**src/rtl/frag_fwd_ctrl.sv**
```systemverilog
// Forwarding and load-use hazard controller at the ID/EX boundary.
// Tracks EX and MEM producers and issues registered operand-select codes
// for the instruction entering EX. Inserts one bubble per load-use hazard.
//
// Handshake note: there is no valid/ready pair here. id_valid qualifies the
// ID inputs every cycle. stall tells upstream to re-present the same ID
// instruction next cycle. hold freezes everything and overrides flush/stall.
module frag_fwd_ctrl #(
   parameter int REGADDR_W = 5,
   parameter int CNT_W     = 16
) (
   input  logic                 clk,
   input  logic                 rst,
   input  logic                 id_valid,
   input  logic [REGADDR_W-1:0] id_rs1,
   input  logic [REGADDR_W-1:0] id_rs2,
   input  logic                 id_rs1_used,
   input  logic                 id_rs2_used,
   input  logic [REGADDR_W-1:0] id_rd,
   input  logic                 id_regwrite,
   input  logic                 id_is_load,
   input  logic                 flush,
   input  logic                 hold,
   output logic [1:0]           fwd_sel_a,
   output logic [1:0]           fwd_sel_b,
   output logic                 ex_bubble,
   output logic                 stall,
   output logic [CNT_W-1:0]     lu_stall_cnt
);

   localparam logic [1:0] SEL_RF  = 2'b00;
   localparam logic [1:0] SEL_EXM = 2'b01;
   localparam logic [1:0] SEL_MWB = 2'b10;

   // EX entry
   logic                 ex_valid_q, ex_valid_d;
   logic [REGADDR_W-1:0] ex_rd_q, ex_rd_d;
   logic                 ex_regwrite_q, ex_regwrite_d;
   logic                 ex_is_load_q, ex_is_load_d;
   // MEM entry
   logic                 mem_valid_q, mem_valid_d;
   logic [REGADDR_W-1:0] mem_rd_q, mem_rd_d;
   logic                 mem_regwrite_q, mem_regwrite_d;
   // Selects belonging to the EX entry
   logic [1:0]           sel_a_q, sel_a_d;
   logic [1:0]           sel_b_q, sel_b_d;
   // Load-use bubble counter
   logic [CNT_W-1:0]     cnt_q, cnt_d;

   logic ex_m1, ex_m2, mem_m1, mem_m2;
   logic hazard;
   logic [1:0] sel_a_calc, sel_b_calc;

   // Producer matching: x0 never forwards, unused sources never match.
   always_comb begin
      ex_m1  = ex_valid_q & ex_regwrite_q & (ex_rd_q == id_rs1) &
               (ex_rd_q != '0) & id_rs1_used;
      ex_m2  = ex_valid_q & ex_regwrite_q & (ex_rd_q == id_rs2) &
               (ex_rd_q != '0) & id_rs2_used;
      mem_m1 = mem_valid_q & mem_regwrite_q & (mem_rd_q == id_rs1) &
               (mem_rd_q != '0) & id_rs1_used;
      mem_m2 = mem_valid_q & mem_regwrite_q & (mem_rd_q == id_rs2) &
               (mem_rd_q != '0) & id_rs2_used;
   end

   // Hazard detection; hold, flush and reset all suppress the stall request.
   always_comb begin
      hazard = id_valid & ex_is_load_q & (ex_m1 | ex_m2);
      stall  = hazard & ~flush & ~hold & ~rst;
   end

   // Select codes for the ID instruction; the youngest producer (EX) wins.
   always_comb begin
      sel_a_calc = SEL_RF;
      sel_b_calc = SEL_RF;
      if (ex_m1 && !ex_is_load_q) sel_a_calc = SEL_EXM;
      else if (mem_m1)            sel_a_calc = SEL_MWB;
      if (ex_m2 && !ex_is_load_q) sel_b_calc = SEL_EXM;
      else if (mem_m2)            sel_b_calc = SEL_MWB;
   end

   // Next-state: hold > flush > stall > normal advance.
   always_comb begin
      ex_valid_d     = ex_valid_q;
      ex_rd_d        = ex_rd_q;
      ex_regwrite_d  = ex_regwrite_q;
      ex_is_load_d   = ex_is_load_q;
      mem_valid_d    = mem_valid_q;
      mem_rd_d       = mem_rd_q;
      mem_regwrite_d = mem_regwrite_q;
      sel_a_d        = sel_a_q;
      sel_b_d        = sel_b_q;
      cnt_d          = cnt_q;
      if (hold) begin
         // everything frozen
      end else begin
         mem_valid_d    = ex_valid_q;
         mem_rd_d       = ex_rd_q;
         mem_regwrite_d = ex_regwrite_q;
         if (flush || stall) begin
            ex_valid_d    = 1'b0;
            ex_regwrite_d = 1'b0;
            ex_is_load_d  = 1'b0;
            sel_a_d       = SEL_RF;
            sel_b_d       = SEL_RF;
            if (!flush && cnt_q != {CNT_W{1'b1}}) begin
               cnt_d = cnt_q + CNT_W'(1);
            end
         end else begin
            ex_valid_d    = id_valid;
            ex_rd_d       = id_rd;
            ex_regwrite_d = id_regwrite;
            ex_is_load_d  = id_is_load;
            sel_a_d       = id_valid ? sel_a_calc : SEL_RF;
            sel_b_d       = id_valid ? sel_b_calc : SEL_RF;
         end
      end
   end

   // State registers with synchronous reset.
   always_ff @(posedge clk) begin
      if (rst) begin
         ex_valid_q     <= 1'b0;
         ex_rd_q        <= '0;
         ex_regwrite_q  <= 1'b0;
         ex_is_load_q   <= 1'b0;
         mem_valid_q    <= 1'b0;
         mem_rd_q       <= '0;
         mem_regwrite_q <= 1'b0;
         sel_a_q        <= SEL_RF;
         sel_b_q        <= SEL_RF;
         cnt_q          <= '0;
      end else begin
         ex_valid_q     <= ex_valid_d;
         ex_rd_q        <= ex_rd_d;
         ex_regwrite_q  <= ex_regwrite_d;
         ex_is_load_q   <= ex_is_load_d;
         mem_valid_q    <= mem_valid_d;
         mem_rd_q       <= mem_rd_d;
         mem_regwrite_q <= mem_regwrite_d;
         sel_a_q        <= sel_a_d;
         sel_b_q        <= sel_b_d;
         cnt_q          <= cnt_d;
      end
   end

   assign fwd_sel_a    = sel_a_q;
   assign fwd_sel_b    = sel_b_q;
   assign ex_bubble    = ~ex_valid_q;
   assign lu_stall_cnt = cnt_q;

endmodule

```
**config.mk**
```make
export PLATFORM = sky130hd
export DESIGN_NAME = frag_fwd_ctrl
export DESIGN_NICKNAME = d
export VERILOG_FILES = /design/src/rtl/frag_fwd_ctrl.sv
export SDC_FILE = /design/constraint.sdc
export NUM_CORES = 1
export LEC_CHECK = 0
export BUFFER_PORTS_ARGS = -buffer_cell sky130_fd_sc_hd__buf_2
export CORE_ASPECT_RATIO = 1.2
export CORE_MARGIN = 3
export CORE_UTILIZATION = 30
export CTS_CLUSTER_DIAMETER = 60
export CTS_CLUSTER_SIZE = 20
export DETAILED_ROUTE_END_ITERATION = 7
export PLACE_DENSITY = 0.51
export SLEW_MARGIN = 10
export SYNTH_ARGS = -nofsm -noshare
export SYNTH_HDL_FRONTEND = slang
export SYNTH_SLANG_ARGS = --single-unit
```
**constraint.sdc**
```tcl
create_clock -name clk -period 2.9 [get_ports clk]
set_clock_uncertainty 0.15 [all_clocks]
set_input_delay 0.145 -clock clk [delete_from_list [all_inputs] [get_ports clk]]
set_output_delay 0.145 -clock clk [all_outputs]
set_load 0.005 [all_outputs]
```
==> flow_summary_export.csv <==
group,metric,value,unit
run_status,status,"finished, final reports clean",
worst_setup_path,setup.worst_path.end_class,"flip-flop",
synthesis,synthArstFlopShare,0,%
timing,setup_violations,0,
floorplanning,rows,32,
route,drt_pre_antenna_iters,4,
global_routing,grt_usage,14.1,%
synthesis,ys_types,43,
worst_setup_path,path_cells,"dlygate4sd3_1 -> buf_2 -> and3b_1 -> and2_2 -> nand2_1 -> or4_1 -> mux2_1",
worst_setup_path,r2r_end,"lu_stall_cnt[2]$_SDFFE_PP0P_",
placed_design,gp_congestion,0.769,
route,wl_met1,2.47,mm
timing,rsz0062_at_grt,"no",
synthesis,synth_warnings,0,
worst_hold_path,whs_path_depth,4,
power,sequentialPowerShare,51.4,%
global_routing,antenna_found_initial,0,
finish,final_nets,318,
worst_setup_path,cp_top_family,"simple AND/OR/NAND/NOR gates",
placed_design,dp_cells,368,
finish,fin_util,37.6,%
worst_setup_path,crit_cells,7,
clock_network,cts_max_level,2,
floorplanning,num_io_pins,46,
floorplanning,die_y,96.8,um
power,ir_worst_vdd,0.000192,V
floorplanning,initial_core_util,31.4,%
route,ant_nets,0,
timing,worst_slew_pin_slew,0.598,ns
timing,period_minus_slack,2.36,ns
floorplanning,die_w,81.7,um
finish,finalNonFillerCells,379,
power,p_comb_share,12.2,%
global_routing,grt_pass1_wl,8.77,mm
clock_network,cts_sinks,35,
worst_setup_path,critPathMaxFanout,12,
synthesis,synth_area,0.00206,mm2
finish,layout-drive-gt1-share,24.1,%
timing,clock.fmax,423,MHz
worst_setup_path,timing.rr.start,"ex_rd_q[4]$_SDFFE_PP0P_",
synthesis,syn-instance-count,248,
route,route.met2.wl,2.58,mm
route,num_vias,1934,
floorplanning,die-area,0.00791,mm2
clock_network,clockBufferDepth,2,
route,top_layer,"met4",
power,powerDensity,401,mW/mm2
synthesis,ys.flop_type,"dfxtp_1",
route,wl,5.43,mm
worst_setup_path,arrival,2.39,ns
worst_setup_path,max_stage_delay,0.56,ns
clock_network,cts_tree,"yes",
finish,syn2layout_area_growth,19.8,%
timing,period_share,81.4,%
global_routing,grt_max_degree,37,
worst_setup_path,r2r_setup_slack,0.56,ns
route,wl_per_cell,14.3,um
clock_network,ctsResizeCount,0,
timing,finalHoldViolCount,0,
global_routing,grt_pass1_vias,1809,
synthesis,ys_seq_elements,35,
finish,diodes,0,
flow_run,maxCapViolCount,0,
synthesis,synth-edff-count,0,
clock_network,clkTransAtPathRegs,0.08,ns
clock_network,hold_buffers,3,
route,drc,0,
worst_setup_path,crit_type,"input pin to flip-flop",
power,p_int,714,uW
power,switching_power,276,uW
clock_network,post_cts_buffers,0,
worst_hold_path,hp-start,"id_rs2_used",
worst_setup_path,slowest_stage,"or4_1",
synthesis,yosysSeqAreaShare,34.0,%
worst_hold_path,min_to,"fwd_sel_b[1]$_SDFFE_PP0N_",
route,wl_met3,284,um
worst_setup_path,start_kind,"input pin",
global_routing,grt_overflow_total,0,
power,swShare,27.9,%
floorplanning,core-area,0.00657,mm2
synthesis,synth_nets,273,
power,p_leak,0.000986,uW
worst_setup_path,worstPathRequired,2.93,ns
worst_setup_path,r2r_cells,6,
worst_hold_path,hold_path.class,"input pin to flip-flop",
route,drtIter0Drc,124,
placed_design,place.detailed.hpwl,3.93,mm
clock_network,cts_buffers,5,
clock_network,cts_root_buffer,"clkbuf_8",
worst_setup_path,path_buf_inv,2,
timing,tns,0,ns
timing,maxSlewHeadroom,59.9,%
synthesis,synth_area_per_cell,8.32,um2
power,clkPwrFrac,36.4,%
route,routed_via_density,5.10,
placed_design,place.port_buffers,45,
clock_network,clk_latency,0.30,ns
timing,timing.final.max_slew_violations,0,
cells in the mapped netlist (all sizes together), types with 2 or more instances:
master | count | area [um2]
a32oi | 3 | 26.3
mux2 | 11 | 124
xnor2 | 8 | 70.1
nor2b | 13 | 81.3
nor3 | 4 | 25.0
nand3 | 11 | 55.1
o21a | 2 | 15.0
buf | 7 | 42.5
and4 | 3 | 26.3
nand4 | 11 | 68.8
a21oi | 7 | 35.0
clkbuf | 6 | 22.5
a21o | 2 | 15.0
inv | 3 | 11.3
o311ai | 2 | 17.5
o21ai | 7 | 35.0
and2 | 5 | 32.5
o31ai | 2 | 15.0
nor4 | 12 | 90.1
nand2 | 24 | 90.1
or4 | 5 | 37.5
dfxtp | 35 | 701
nor2 | 27 | 101
and3 | 5 | 31.3
mux2i | 8 | 80.1
o211ai | 4 | 30.0
xor2 | 12 | 105
cells in the final DEF, fill, tap and decap left out, types with 2 or more instances in the layout:
| master | instances |
|---|---|
| a21o_1 | 2 |
| buf_4 | 3 |
| nand3_1 | 11 |
| a21oi_1 | 7 |
| a32oi_1 | 3 |
| xnor2_1 | 8 |
| o31ai_1 | 2 |
| nor4_1 | 11 |
| xor2_1 | 12 |
| and2_1 | 4 |
| o311ai_0 | 2 |
| mux2i_1 | 8 |
| o21a_1 | 2 |
| buf_2 | 45 |
| dlygate4sd3_1 | 3 |
| nand2_1 | 24 |
| inv_1 | 3 |
| or4_1 | 5 |
| nand4_1 | 11 |
| clkbuf_8 | 5 |
| nor2b_1 | 13 |
| and3_1 | 5 |
| o211ai_1 | 4 |
| dfxtp_1 | 35 |
| clkinvlp_4 | 2 |
| nor2_1 | 27 |
| and4_1 | 3 |
| nor3_1 | 3 |
| mux2_2 | 10 |
| o21ai_0 | 7 |
registers in the layout (all words and copies together), names as in the netlist:
| signal | cells |
|---|---|
| fwd_sel_a | 2 |
| mem_valid_q | 1 |
| ex_regwrite_q | 1 |
| ex_valid_q | 1 |
| ex_rd_q | 5 |
| mem_regwrite_q | 1 |
| mem_rd_q | 5 |
| ex_is_load_q | 1 |
| fwd_sel_b | 2 |
| lu_stall_cnt | 16 |
routing by layer:
layer,up-vias,track usage (%)
met2,40,23.5
met3,8,3.54
met1,895,17.2
li1,991,-
met5,-,0
met4,0,4.99
final cells by class:
type                            count  area (um2)
Inverter                            4        15.0
Timing Repair Buffer               51         278
Clock buffer                        5        68.8
Tap cell                           85         106
Sequential cell                    35         701
Fill cell                         710        4100
Multi-Input combinational cell    196        1280
Clock inverter                      3        20.0
worst max path at each step:
| stage | startpoint | end |
|---|---|---|
| floorplan | ex_rd_q[4]$_SDFFE_PP0P_ | lu_stall_cnt[11]$_SDFFE_PP0P_ |
| global placement | ex_valid_q$_SDFFE_PP0N_ | lu_stall_cnt[2]$_SDFFE_PP0P_ |
| detailed placement | ex_valid_q$_SDFFE_PP0N_ | lu_stall_cnt[2]$_SDFFE_PP0P_ |
| CTS | ex_rd_q[2]$_SDFFE_PP0P_ | stall |
| global route | ex_valid_q$_SDFFE_PP0N_ | lu_stall_cnt[2]$_SDFFE_PP0P_ |
| finish | id_valid | lu_stall_cnt[2]$_SDFFE_PP0P_ |
power by group through the flow:
| stage | logic, uW | clock network, uW | registers (uW) |
|---|---|---|---|
| after floorplan | 83.6 | 0 | 514 |
| after global placement | 118 | 0 | 520 |
| after detailed placement | 118 | 0 | 520 |
| after CTS | 122 | 375 | 509 |
| after global routing | 135 | 395 | 511 |
| final | 120 | 361 | 509 |
metrics by stage:
| stage | worst slack, ns | power, uW | instance area (um2) | hold slack [ns] |
|---|---|---|---|---|
| global placement | 0.568 | 637 | 2350 | 0.288 |
| global route | 0.433 | 1040 | 2470 | 0.0853 |
| floorplan | 0.875 | 597 | 2060 | 0.145 |
| CTS | 0.528 | 1010 | 2470 | 0.0684 |
| detailed placement | 0.575 | 638 | 2350 | 0.292 |
| finish | 0.539 | 990 | 2470 | 0.0732 |
cell families (layout without fill, tap and decap cells):
logic type / Yosys count / in the layout / share of synthesized area [%]
adder cells (fa/ha/maj): 1 / 1 / 0.606
AND/OR/NAND/NOR: 124 / 124 / 32.4
buffers and inverters: 17 / 63 / 3.88
flip-flops: 35 / 35 / 34.0
multiplexers: 19 / 19 / 9.88
XOR/XNOR: 20 / 20 / 8.49
AO/OA/AOI/OAI: 32 / 32 / 10.7
worst min-delay path, delay by kind of cell:
family | cells | cell delay (ns)
AO/OA/AOI/OAI | 2 | 0.14
buffers and inverters | 1 | 0.11
AND/OR/NAND/NOR | 1 | 0.08
Note: power is estimated with default switching activity, not from simulation.
